<file path="config.mk">
export PLATFORM = sky130hd
export DESIGN_NAME = can_tx_queue_flat
export DESIGN_NICKNAME = d
export VERILOG_FILES = /design/src/rtl/can_tx_queue_if.sv /design/src/rtl/can_tx_queue.sv /design/src/flat_wrapper.sv
export SDC_FILE = /design/constraint.sdc
export NUM_CORES = 1
export LEC_CHECK = 0
export ABC_AREA = 1
export BUFFER_PORTS_ARGS = -buffer_cell sky130_fd_sc_hd__buf_2
export CAP_MARGIN = 30
export CORE_MARGIN = 2
export CORE_UTILIZATION = 25
export DETAILED_ROUTE_END_ITERATION = 8
export SYNTH_ARGS = -nofsm -noshare
export SYNTH_HDL_FRONTEND = slang
export SYNTH_SLANG_ARGS = --single-unit
</file>
<file path="constraint.sdc">
create_clock -name clk -period 15.75 [get_ports clk]
set_input_delay 1.575 -clock clk [delete_from_list [all_inputs] [get_ports clk]]
set_output_delay 1.575 -clock clk [all_outputs]
set_load 0.005 [all_outputs]
</file>
<file path="src/rtl/can_tx_queue_if.sv">
// ---------------------------------------------------------------------------
// can_tx_queue_if
// Host-side write bus of the CAN transmit queue.
//   wr_valid  : host presents a frame
//   wr_ready  : queue can accept (driven by the queue)
//   wr_ide    : extended-ID flag
//   wr_id_std : 11-bit standard identifier
//   wr_id_ext : 29-bit extended identifier
//   wr_rtr    : remote frame flag
//   wr_dlc    : data length code, stored unmodified
//   wr_data   : payload, byte n in [8n+7:8n]
// Modports: master = host, slave = queue.
// ---------------------------------------------------------------------------
interface can_tx_queue_if;
  logic        wr_valid;
  logic        wr_ready;
  logic        wr_ide;
  logic [10:0] wr_id_std;
  logic [28:0] wr_id_ext;
  logic        wr_rtr;
  logic [3:0]  wr_dlc;
  logic [63:0] wr_data;

  modport master (
    output wr_valid, wr_ide, wr_id_std, wr_id_ext, wr_rtr, wr_dlc, wr_data,
    input  wr_ready
  );

  modport slave (
    input  wr_valid, wr_ide, wr_id_std, wr_id_ext, wr_rtr, wr_dlc, wr_data,
    output wr_ready
  );
endinterface

</file>
<file path="src/rtl/can_tx_queue.sv">
// ---------------------------------------------------------------------------
// can_tx_queue
// Transmit frame queue in front of the CAN controller. Buffers up to DEPTH
// frames in a circular buffer, presents the oldest on registered frame-field
// outputs, pulses start_tx when the bus is idle, retires the frame on tx_done
// and retries it on tx_abort until MAX_RETRY consecutive aborts drop it.
// Ports:
//   clk, rst_n            : clock, asynchronous active-low reset
//   wr                    : host write bus (can_tx_queue_if.slave)
//   bus_idle              : controller reports bus free
//   tx_done / tx_abort    : outcome of the current attempt
//   start_tx              : one-cycle transmit request
//   ide..tx_data_7        : head-entry frame fields (stable while BUSY)
//   count, empty, full    : occupancy
//   sent, dropped         : one-cycle retire pulses
//   retry_cnt             : aborts accumulated by the current head
// ---------------------------------------------------------------------------
module can_tx_queue #(
  parameter int DEPTH     = 4,
  parameter int MAX_RETRY = 8
) (
  input  logic                   clk,
  input  logic                   rst_n,
  can_tx_queue_if.slave          wr,
  input  logic                   bus_idle,
  input  logic                   tx_done,
  input  logic                   tx_abort,
  output logic                   start_tx,
  output logic                   ide,
  output logic [10:0]            id_std,
  output logic [28:0]            id_ext,
  output logic                   rtr,
  output logic [3:0]             dlc,
  output logic [7:0]             tx_data_0,
  output logic [7:0]             tx_data_1,
  output logic [7:0]             tx_data_2,
  output logic [7:0]             tx_data_3,
  output logic [7:0]             tx_data_4,
  output logic [7:0]             tx_data_5,
  output logic [7:0]             tx_data_6,
  output logic [7:0]             tx_data_7,
  output logic [$clog2(DEPTH):0] count,
  output logic                   empty,
  output logic                   full,
  output logic                   sent,
  output logic                   dropped,
  output logic [7:0]             retry_cnt
);

  localparam int PW = $clog2(DEPTH);
  localparam int EW = 110;  // ide + id_std + id_ext + rtr + dlc + data

  typedef enum logic [1:0] {IDLE, BUSY, GAP} state_t;

  logic [EW-1:0] mem_q [DEPTH];
  logic [EW-1:0] wr_entry;

  state_t        state_q, state_d;
  logic [PW-1:0] wr_ptr_q, wr_ptr_d;
  logic [PW-1:0] rd_ptr_q, rd_ptr_d;
  logic [PW:0]   count_q, count_d;
  logic [7:0]    retry_q, retry_d;
  logic [EW-1:0] frame_q, frame_d;
  logic          start_q, start_d;
  logic          sent_q, sent_d;
  logic          dropped_q, dropped_d;
  logic          full_w, push, pop;

  assign wr_entry = {wr.wr_ide, wr.wr_id_std, wr.wr_id_ext, wr.wr_rtr,
                     wr.wr_dlc, wr.wr_data};

  // Acceptance looks only at the registered count: a full queue refuses a
  // write even when the head is popped on the same edge.
  assign full_w      = (count_q == (PW+1)'(DEPTH));
  assign push        = wr.wr_valid && !full_w;
  assign wr.wr_ready = !full_w;

  always_comb begin
    state_d   = state_q;
    wr_ptr_d  = wr_ptr_q;
    rd_ptr_d  = rd_ptr_q;
    retry_d   = retry_q;
    frame_d   = frame_q;
    start_d   = 1'b0;
    sent_d    = 1'b0;
    dropped_d = 1'b0;
    pop       = 1'b0;

    case (state_q)
      IDLE: begin
        if (count_q != '0 && bus_idle) begin
          state_d = BUSY;
          frame_d = mem_q[rd_ptr_q];
          start_d = 1'b1;
        end
      end
      BUSY: begin
        // tx_done has priority over a simultaneous tx_abort.
        if (tx_done) begin
          state_d = GAP;
          pop     = 1'b1;
          sent_d  = 1'b1;
          retry_d = '0;
        end else if (tx_abort) begin
          state_d = GAP;
          if ({1'b0, retry_q} + 9'd1 == 9'(MAX_RETRY)) begin
            pop       = 1'b1;
            dropped_d = 1'b1;
            retry_d   = '0;
          end else begin
            retry_d = retry_q + 8'd1;
          end
        end
      end
      // One dead cycle so start_tx can never fire back-to-back.
      GAP:     state_d = IDLE;
      default: state_d = IDLE;
    endcase

    if (push) wr_ptr_d = wr_ptr_q + PW'(1);
    if (pop)  rd_ptr_d = rd_ptr_q + PW'(1);
    count_d = count_q + {{PW{1'b0}}, push} - {{PW{1'b0}}, pop};
  end

  always_ff @(posedge clk or negedge rst_n) begin
    if (!rst_n) begin
      state_q   <= IDLE;
      wr_ptr_q  <= '0;
      rd_ptr_q  <= '0;
      count_q   <= '0;
      retry_q   <= '0;
      frame_q   <= '0;
      start_q   <= 1'b0;
      sent_q    <= 1'b0;
      dropped_q <= 1'b0;
    end else begin
      state_q   <= state_d;
      wr_ptr_q  <= wr_ptr_d;
      rd_ptr_q  <= rd_ptr_d;
      count_q   <= count_d;
      retry_q   <= retry_d;
      frame_q   <= frame_d;
      start_q   <= start_d;
      sent_q    <= sent_d;
      dropped_q <= dropped_d;
    end
  end

  // Frame storage carries no reset; stale entries are never read because
  // the read side is gated by count.
  always_ff @(posedge clk) begin
    if (push) mem_q[wr_ptr_q] <= wr_entry;
  end

  assign {ide, id_std, id_ext, rtr, dlc,
          tx_data_7, tx_data_6, tx_data_5, tx_data_4,
          tx_data_3, tx_data_2, tx_data_1, tx_data_0} = frame_q;

  assign start_tx  = start_q;
  assign sent      = sent_q;
  assign dropped   = dropped_q;
  assign retry_cnt = retry_q;
  assign count     = count_q;
  assign empty     = (count_q == '0);
  assign full      = full_w;

endmodule

</file>
<file path="src/flat_wrapper.sv">
// flat-port wrapper written by rule: the top's interface ports become plain ports
module can_tx_queue_flat 
#(
  parameter int DEPTH     = 4,
  parameter int MAX_RETRY = 8
)
  (clk, rst_n, bus_idle, tx_done, tx_abort, start_tx, ide, id_std, id_ext, rtr, dlc, tx_data_0, tx_data_1, tx_data_2, tx_data_3, tx_data_4, tx_data_5, tx_data_6, tx_data_7, count, empty, full, sent, dropped, retry_cnt, wr_wr_valid, wr_wr_ide, wr_wr_id_std, wr_wr_id_ext, wr_wr_rtr, wr_wr_dlc, wr_wr_data, wr_wr_ready);
  can_tx_queue_if wr_i ();
  input  logic clk;
  input  logic rst_n;
  input  logic bus_idle;
  input  logic tx_done;
  input  logic tx_abort;
  output logic start_tx;
  output logic ide;
  output logic [10:0] id_std;
  output logic [28:0] id_ext;
  output logic rtr;
  output logic [3:0] dlc;
  output logic [7:0] tx_data_0;
  output logic [7:0] tx_data_1;
  output logic [7:0] tx_data_2;
  output logic [7:0] tx_data_3;
  output logic [7:0] tx_data_4;
  output logic [7:0] tx_data_5;
  output logic [7:0] tx_data_6;
  output logic [7:0] tx_data_7;
  output logic [$clog2(DEPTH):0] count;
  output logic empty;
  output logic full;
  output logic sent;
  output logic dropped;
  output logic [7:0] retry_cnt;
  input wire logic [$bits(wr_i.wr_valid)-1:0] wr_wr_valid;
  input wire logic [$bits(wr_i.wr_ide)-1:0] wr_wr_ide;
  input wire logic [$bits(wr_i.wr_id_std)-1:0] wr_wr_id_std;
  input wire logic [$bits(wr_i.wr_id_ext)-1:0] wr_wr_id_ext;
  input wire logic [$bits(wr_i.wr_rtr)-1:0] wr_wr_rtr;
  input wire logic [$bits(wr_i.wr_dlc)-1:0] wr_wr_dlc;
  input wire logic [$bits(wr_i.wr_data)-1:0] wr_wr_data;
  output wire logic [$bits(wr_i.wr_ready)-1:0] wr_wr_ready;
  assign wr_i.wr_valid = wr_wr_valid;
  assign wr_i.wr_ide = wr_wr_ide;
  assign wr_i.wr_id_std = wr_wr_id_std;
  assign wr_i.wr_id_ext = wr_wr_id_ext;
  assign wr_i.wr_rtr = wr_wr_rtr;
  assign wr_i.wr_dlc = wr_wr_dlc;
  assign wr_i.wr_data = wr_wr_data;
  assign wr_wr_ready = wr_i.wr_ready;
  can_tx_queue #(.DEPTH(DEPTH), .MAX_RETRY(MAX_RETRY)) u_core (.clk(clk), .rst_n(rst_n), .wr(wr_i), .bus_idle(bus_idle), .tx_done(tx_done), .tx_abort(tx_abort), .start_tx(start_tx), .ide(ide), .id_std(id_std), .id_ext(id_ext), .rtr(rtr), .dlc(dlc), .tx_data_0(tx_data_0), .tx_data_1(tx_data_1), .tx_data_2(tx_data_2), .tx_data_3(tx_data_3), .tx_data_4(tx_data_4), .tx_data_5(tx_data_5), .tx_data_6(tx_data_6), .tx_data_7(tx_data_7), .count(count), .empty(empty), .full(full), .sent(sent), .dropped(dropped), .retry_cnt(retry_cnt));
endmodule
</file>
-- Word-level counts from Yosys, hierarchy flattened
Memories as Yosys holds them, arrays and structs flattened. A register that Yosys moved wholly into a read port is not among the register bits.
Index checks and enable logic that the tools add are counted.
W data, S select, Z words.
- memories: 1
- input port bits: 116
- logic and storage cells: 50
- register bits: 20
- memory bits (read-only): 0
- memory bits (writable): 440
- bits in latches: 0
- output and inout port bits: 127
- order comparisons: 0
- multiplexer cells: 19
- equal/unequal tests: 5
- add/sub/neg operators: 6
- bitwise logic cells: 0
- reduce and logical (&&, ||, !) cells: 11
- multiply operators: 0
- shifts and indexed selects: 0
- div/mod/pow operators: 0
- memory list (name ; depth ; bits a word ; rd ports ; clocked after memory_dff ; write ports ; line ; text):
    u_core.mem_q ; 4 ; 110 ; 1 ; 1 ; 1 ; can_tx_queue.sv:55 ; logic [EW-1:0] mem_q [DEPTH];
- operators by type and width (operator ; number):
    $mux W8 ; 3
    $mux W1 ; 12
    $add A8 B1 Y9 const B ; 1
    $eq A9 B4 Y1 const B ; 1
    $add A8 B1 Y8 const B ; 1
    $mux W2 ; 3
    $reduce_and A2 Y1 ; 3
    $add A2 B1 Y2 const B ; 2
    $pmux W2 S2 ; 1
    $add A3 B1 Y3 ; 1
    $eq A3 B3 Y1 const B ; 1
    $logic_not A3 Y1 ; 1
    $ne A3 B3 Y1 const B ; 1
    $reduce_bool A3 Y1 ; 1
    $sub A3 B1 Y3 ; 1
    $eq A2 B1 Y1 const B ; 1
    $logic_and A1 B1 Y1 ; 2
    $logic_not A1 Y1 ; 2
    $logic_not A2 Y1 ; 1
    $ne A2 B1 Y1 const B ; 1
    $reduce_bool A2 Y1 ; 1

-- Logic depth before layout (Yosys ltp)
Gate-level depths: netlist (run 1).
- depth in word-level cells: 7
- gate-level depth with buffers: 15
- mapped depth without buffers: 15

-- Least setup slack after synthesis (run 1)
No wires, ideal clock.
- path type: input -> register
- from: input port wr_wr_valid
- to: memory u_core.mem_q[0][0], enable pin
- setup slack: 8879 ps
- data required time: 15170 ps
- library setup time: 580 ps
- path buffers: 0
- data arrival time: 6290 ps
- stages: 2
- path through: nand2_1 > nor2_1
- cells in the longest elaborated chain, start to end: 3
- ends and longest elaborated chain (item ; line ; text):
    start, declared ; flat_wrapper.sv:34 ; input wire logic [$bits(wr_i.wr_valid)-1:0] wr_wr_valid;
    $logic_and A1 B1 Y1 ; can_tx_queue.sv:75 ; assign push = wr.wr_valid && !full_w;
    $mux W1 ; can_tx_queue.sv:152 ; if (push) mem_q[wr_ptr_q] <= wr_entry;
    $mux W1 (not written as such) ; can_tx_queue.sv:152 ;
    end, declared ; can_tx_queue.sv:55 ;
No other way between the ends.

-- Final worst setup path (run 1)
- from: input port wr_wr_valid
- to: memory u_core.mem_q[3][28], enable pin
Same word-level chain as after synthesis.

==> impl_metrics.ini, run 1 <==
[setup_path]
end_kind = register
crit_family = buffers and inverters
crit_fanout = 51
slowest_delay_ns = 0.63
slowest_stage = buf_4
path_class = in -> reg
crit_path_frequent_cell = buf_4
required_ns = 16.00
crit_buf_inv = 4
crit_arrival_ns = 3.62
worstPathCellList = buf_2 -> nand2_1 -> nor2_4 -> buf_4 -> buf_4 -> buf_16
cp-start-kind = primary input

[yosys]
synth_area_um2 = 21300
seq_area_frac_synth_pct = 77.2
synth_warnings = 0
ys_ff_latch = 570
synth_area_per_cell_um2 = 12.9
yosys.cell_types.count = 25
synth_nets = 1780
syn_inst = 1656

[timing]
finalSetupViolations = 0
finalClockSkew_ns = 0.0218
hold_ws_ns = 0.489
fin_crit_sh_pct = 21.5
setup_slack_ns = 12.37
period_minus_slack_ns = 3.38
final_max_slew_viol_count = 0
hold_viol_final = 0
worstMarginPinSlew_ns = 0.973
max_freq_mhz = 296
rsz0062_at_grt = no
tns_ns = 0
slew_headroom_pct = 35.1

[global_route]
grt_pass1_vias = 12797
grtUsageTotal_pct = 11.7
grt_pass1_wl_um = 77700
grt.overflow.total = 0
grt_max_degree = 111
grt.busiest_layer = met2
grt_use_met2_pct = 18.4
antenna_found_initial = 5
met1_usage_pct = 15.7
use_met3_pct = 2.47

[placement]
dp.cells = 2967
post-dp-hpwl_um = 29100
gp_congestion = 0.706
post-place-ws_ns = 11.75
io_buffers = 242

[layout]
drive_gt1_share_pct = 19.0
num-fill-cells = 8537
fin_nets = 2017
syn_to_final_growth_pct = 21.5
fin_cells = 3092

[floorplanning]
dieHeight_um = 296
die_w_um = 296
pin_count = 243
core_area_um2 = 84900
die_area_um2 = 87600
initial_core_util_pct = 25.1
fp-row-count = 107

[clocking]
post_cts_buffers = 0
h-tree-depth = 3
cts_root_buf = clkbuf_16
cts_buffer_depth = 3
cts.clk_slew.worst_paths_ns = 0.05
clock_sink_count = 570
clk_latency_ns = 0.60
cts_inserted_buffers = 67
cts_hold_buffers = 0
cts_tree = yes
cts_resized = 0

[routing]
routed_wl_um = 52100
antenna_left = 0
wl_per_cell_um = 16.8
vias = 13239
drc_errors = 0
vias_per_cell = 4.28
dr.pass1.iters = 5
first_iter_violations = 790

[hold_path]
min_path_type = reg -> reg

[power_and_ir_drop]
ir_drop_v = 0.000112
powerDensity_nw_per_um2 = 193
p_leak_uw = 0.00924

[run]
drv_cap = 0

[run_status]
status = finished clean
[report_power, final]
group          internal (uW)  switching [uW]
clock                    847             603
sequential              2040             159
combinational            436             927
[flip-flops by register name, summed over array words and instances, names as in the netlist]
name,cells
u_core.dropped,1
u_core.sent,1
u_core.state_q,2
u_core.wr_ptr_q,2
u_core.mem_q,440
u_core.count,3
u_core.rd_ptr_q,2
u_core.start_tx,1
u_core.retry_cnt,8
u_core.frame_q,110
[cells in the mapped netlist, drive strengths merged]
cell type	count	share of area (%)
a21o	1	0.035
o21ai	229	5.4
clkbuf	49	0.86
xnor2	1	0.041
o21bai	1	0.035
fa	1	0.094
nor3	2	0.047
or2	1	0.029
nand4	1	0.029
xor2	4	0.16
a32o	1	0.047
buf	48	1.1
edfxtp	440	62
nor4	1	0.10
nand2	28	0.49
nand3	8	0.19
inv	26	0.46
nor2	567	10
dfrtp	130	15
a31oi	110	3.2
ha	7	0.41
[metal layers]
metal / wire [um] / share of wire (%)
met5: 37 / 0.071
met4: 1520 / 2.9
met3: 3020 / 5.8
met2: 23800 / 46
met1: 23700 / 46
[cells by family (layout without fill, tap and decap cells)]
group	after synthesis	after routing	share of synthesized area [%]
xor gates and xnor gates	5	5	0.205
adders and majority gates	8	8	0.505
other	0	3	0
AOI/OAI and AO/OA	342	342	8.72
and+or+nand+nor	608	608	10.9
DFF	570	570	77.2
buffers and inverters	123	412	2.41
[area by class of cell]
cell class	instances	area, um^2	area share [%]
tap	1144	1430	5.52
clock buffer	90	1810	7.00
antenna	3	7.51	0.0290
timing repair buffer	265	1460	5.64
sequential	570	16500	63.6
clock inverter	31	250	0.966
inverter	26	105	0.406
multi-input combinational	963	4370	16.9
[final timing paths]
| check | endpoint | from | slack, ns | cells past startpoint |
|---|---|---|---|---|
| min reg2reg | u_core.start_tx | u_core.state_q[0] | 0.49 | 1 |
| min | u_core.start_tx | u_core.state_q[0] | 0.49 | 1 |
| max | u_core.mem_q[3][28] | wr_wr_valid | 12.37 | 6 |
| min in group asynchronous | u_core.frame_q[104] | rst_n | 1.03 | 1 |
| max reg2reg | u_core.frame_q[103] | u_core.rd_ptr_q[0] | 12.63 | 5 |
| max in group asynchronous | u_core.frame_q[67] | rst_n | 13.62 | 3 |
[placed cells by master (no fill, tap or decap), types with 3 or more instances in the layout]
master	instances
clkinv_2	7
ha_1	7
nand2_1	28
clkbuf_16	67
nand3_1	8
edfxtp_1	440
clkbuf_8	5
buf_16	3
nor2_1	561
clkinv_1	10
a31oi_1	110
diode_2	3
clkbuf_1	18
dfrtp_1	128
inv_6	8
nor2_4	6
inv_1	24
xor2_1	4
o21ai_0	228
buf_4	19
buf_2	241
[stage by stage]
| step | utilization (%) | instance area [um^2] | total power (uW) |
|---|---|---|---|
| global placement | 28.0 | 23800 | 3600 |
| CTS | 30.5 | 25900 | 5100 |
| global route | 30.5 | 25900 | 5350 |
| detailed placement | 28.1 | 23800 | 3630 |
| floorplan | - | 21300 | 3080 |
| finish | 30.5 | 25900 | 5010 |
Power figures use the tool's default switching activity.
==> run 2, diff against run 1 <==
==> constraint.sdc (replaced) <==
create_clock -name clk -period 3.42 [get_ports clk]
set_input_delay 0.342 -clock clk [delete_from_list [all_inputs] [get_ports clk]]
set_output_delay 0.342 -clock clk [all_outputs]
set_load 0.005 [all_outputs]
==> run 2 against run 1 <==
  * Die area unchanged
  * Combinational power rose to 4.9 times the previous value
  * Register-to-register slack got worse by 12 ns
  * Power rose to 4.7 times the previous value
  * Cell count up 3.6%
  * Global-route usage is 0.057 points lower
  * Worst setup slack worse by 12 ns
==> impl_metrics.ini, run 2 (synthesis results as in run 1) <==
[setup_path]
crit_fanout = 6
reg2reg_depth = 13
end_kind = register
reg2reg_slack_ns = 0.78
required_ns = 3.88
rr_endpoint = u_core.count[2]
crit_arrival_ns = 3.10
regToRegStartpoint = u_core.retry_cnt[0]
cp-start-kind = register
path_class = reg -> reg

[routing]
vias_per_cell = 4.22
vias = 13513
drc_errors = 0
antenna_left = 0
dr.pass1.iters = 7
first_iter_violations = 642
wl_per_cell_um = 16.2
routed_wl_um = 52000

[clocking]
cts_hold_buffers = 112
h-tree-depth = 3
cts_tree = yes
cts_root_buf = clkbuf_16
cts_resized = 0
cts_buffer_depth = 3
cts.clk_slew.worst_paths_ns = 0.06
clk_latency_ns = 0.59
post_cts_buffers = 0
clock_sink_count = 570
cts_inserted_buffers = 66

[timing]
hold_ws_ns = 0.0934
rsz0062_at_grt = no
period_minus_slack_ns = 2.64
hold_viol_final = 0
final_max_slew_viol_count = 0
fin_crit_sh_pct = 77.3
max_freq_mhz = 378
slew_headroom_pct = 42.0
setup_slack_ns = 0.775
finalClockSkew_ns = 0.0225
tns_ns = 0
finalSetupViolations = 0
worstMarginPinSlew_ns = 0.870

[placement]
post-dp-hpwl_um = 28300
io_buffers = 242
gp_congestion = 0.734
post-place-ws_ns = 0.764

[global_route]
grt_pass1_vias = 12918
grt_pass1_wl_um = 76900
grt.busiest_layer = met2
grt.overflow.total = 0
met1_usage_pct = 14.8
grt_max_degree = 131
use_met3_pct = 2.64
antenna_found_initial = 5
grt_use_met2_pct = 19.4
grtUsageTotal_pct = 11.6

[floorplanning]
die_w_um = 296
core_area_um2 = 84900
initial_core_util_pct = 25.1
die_area_um2 = 87600
pin_count = 243
fp-row-count = 107
dieHeight_um = 296

[hold_path]
min_path_type = in -> reg
worstHoldStart = tx_abort
holdPathStages = 3
whs_endpoint = u_core.dropped

[run_status]
status = finished clean

[power_and_ir_drop]
ir_drop_v = 0.000771
p_leak_uw = 0.00981
power_uw = 23500
powerDensity_nw_per_um2 = 860

[layout]
largest_reg_flops = 440
drive_gt1_share_pct = 18.4
syn_to_final_growth_pct = 27.9
num-fill-cells = 8463
fin_nets = 2132
regArea_um2 = 16500
multi_input_comb_area_um2 = 4370
layout_commonest_cell = nor2_1
final_cell_mix = nor2_1 (561), edfxtp_1 (440), buf_2 (241)
fin_util_pct = 32.1
top_register = u_core.mem_q

[run]
drv_cap = 0
[run 2: cell count changes in the layout (fill, tap and decap cells not counted), moves of 4 or more]
| cell | previous run | this run |
|---|---|---|
| clkbuf_8 | 5 | 10 |
| buf_12 | 1 | 17 |
| buf_4 | 19 | 9 |
| inv_6 | 8 | 4 |
| dlygate4sd3_1 | 0 | 112 |
| clkinv_1 | 10 | 4 |
[run 2: stage by stage]
stage | cell area, um^2 | cells
4_1_cts | 27300 | 3202
2_1_floorplan | 21300 | 1656
3_3_place_gp | 24000 | 2971
5_1_grt | 27300 | 3204
6_report | 27300 | 3204
3_5_place_dp | 24000 | 2972
[run 2: worst max path at each step]
stage | from | end
5_1_grt | u_core.retry_cnt[0] | u_core.count[2]
4_1_cts | u_core.retry_cnt[0] | u_core.count[2]
6_report | u_core.retry_cnt[0] | u_core.count[2]
2_1_floorplan | u_core.count[1] | u_core.mem_q[0][0]
3_3_place_gp | u_core.retry_cnt[0] | u_core.count[2]
3_5_place_dp | u_core.retry_cnt[0] | u_core.count[2]
[run 2: layout make-up]
| cell class | instances | area share (%) |
|---|---|---|
| clock buffer | 95 | 7.05 |
| clock inverter | 23 | 0.711 |
| multi-input combinational | 963 | 16.0 |
| timing repair buffer | 381 | 10.2 |
| tap | 1144 | 5.25 |
| antenna | 2 | 0.0183 |
| inverter | 26 | 0.385 |
| sequential | 570 | 60.4 |
[run 2: critical path, cell delays in order, from the launching register on]
cell	delay (ns)
dfrtp_1	0.43
ha_1	0.26
nand3_1	0.15
xor2_1	0.20
nor2_1	0.08
nand4_1	0.12
nand2_1	0.12
nand2_1	0.10
inv_1	0.04
ha_1	0.26
inv_1	0.04
ha_1	0.19
fa_1	0.37
xor2_1	0.16
[run 2: power breakdown]
group / leakage [uW] / switching (uW) / internal, uW
logic: 0.00329 / 4400 / 2240
registers: 0.00549 / 638 / 9380
clock network: 0.00104 / 2720 / 4080
total: 0.00981 / 7750 / 15700
[run 2: routing by layer]
| metal | vias to the layer above | part of all wire, % |
|---|---|---|
| li1 | 6551 | - |
| met1 | 6598 | 44 |
| met2 | 287 | 48 |
| met3 | 71 | 5.7 |
| met4 | 6 | 2.2 |
| met5 | - | 0.079 |
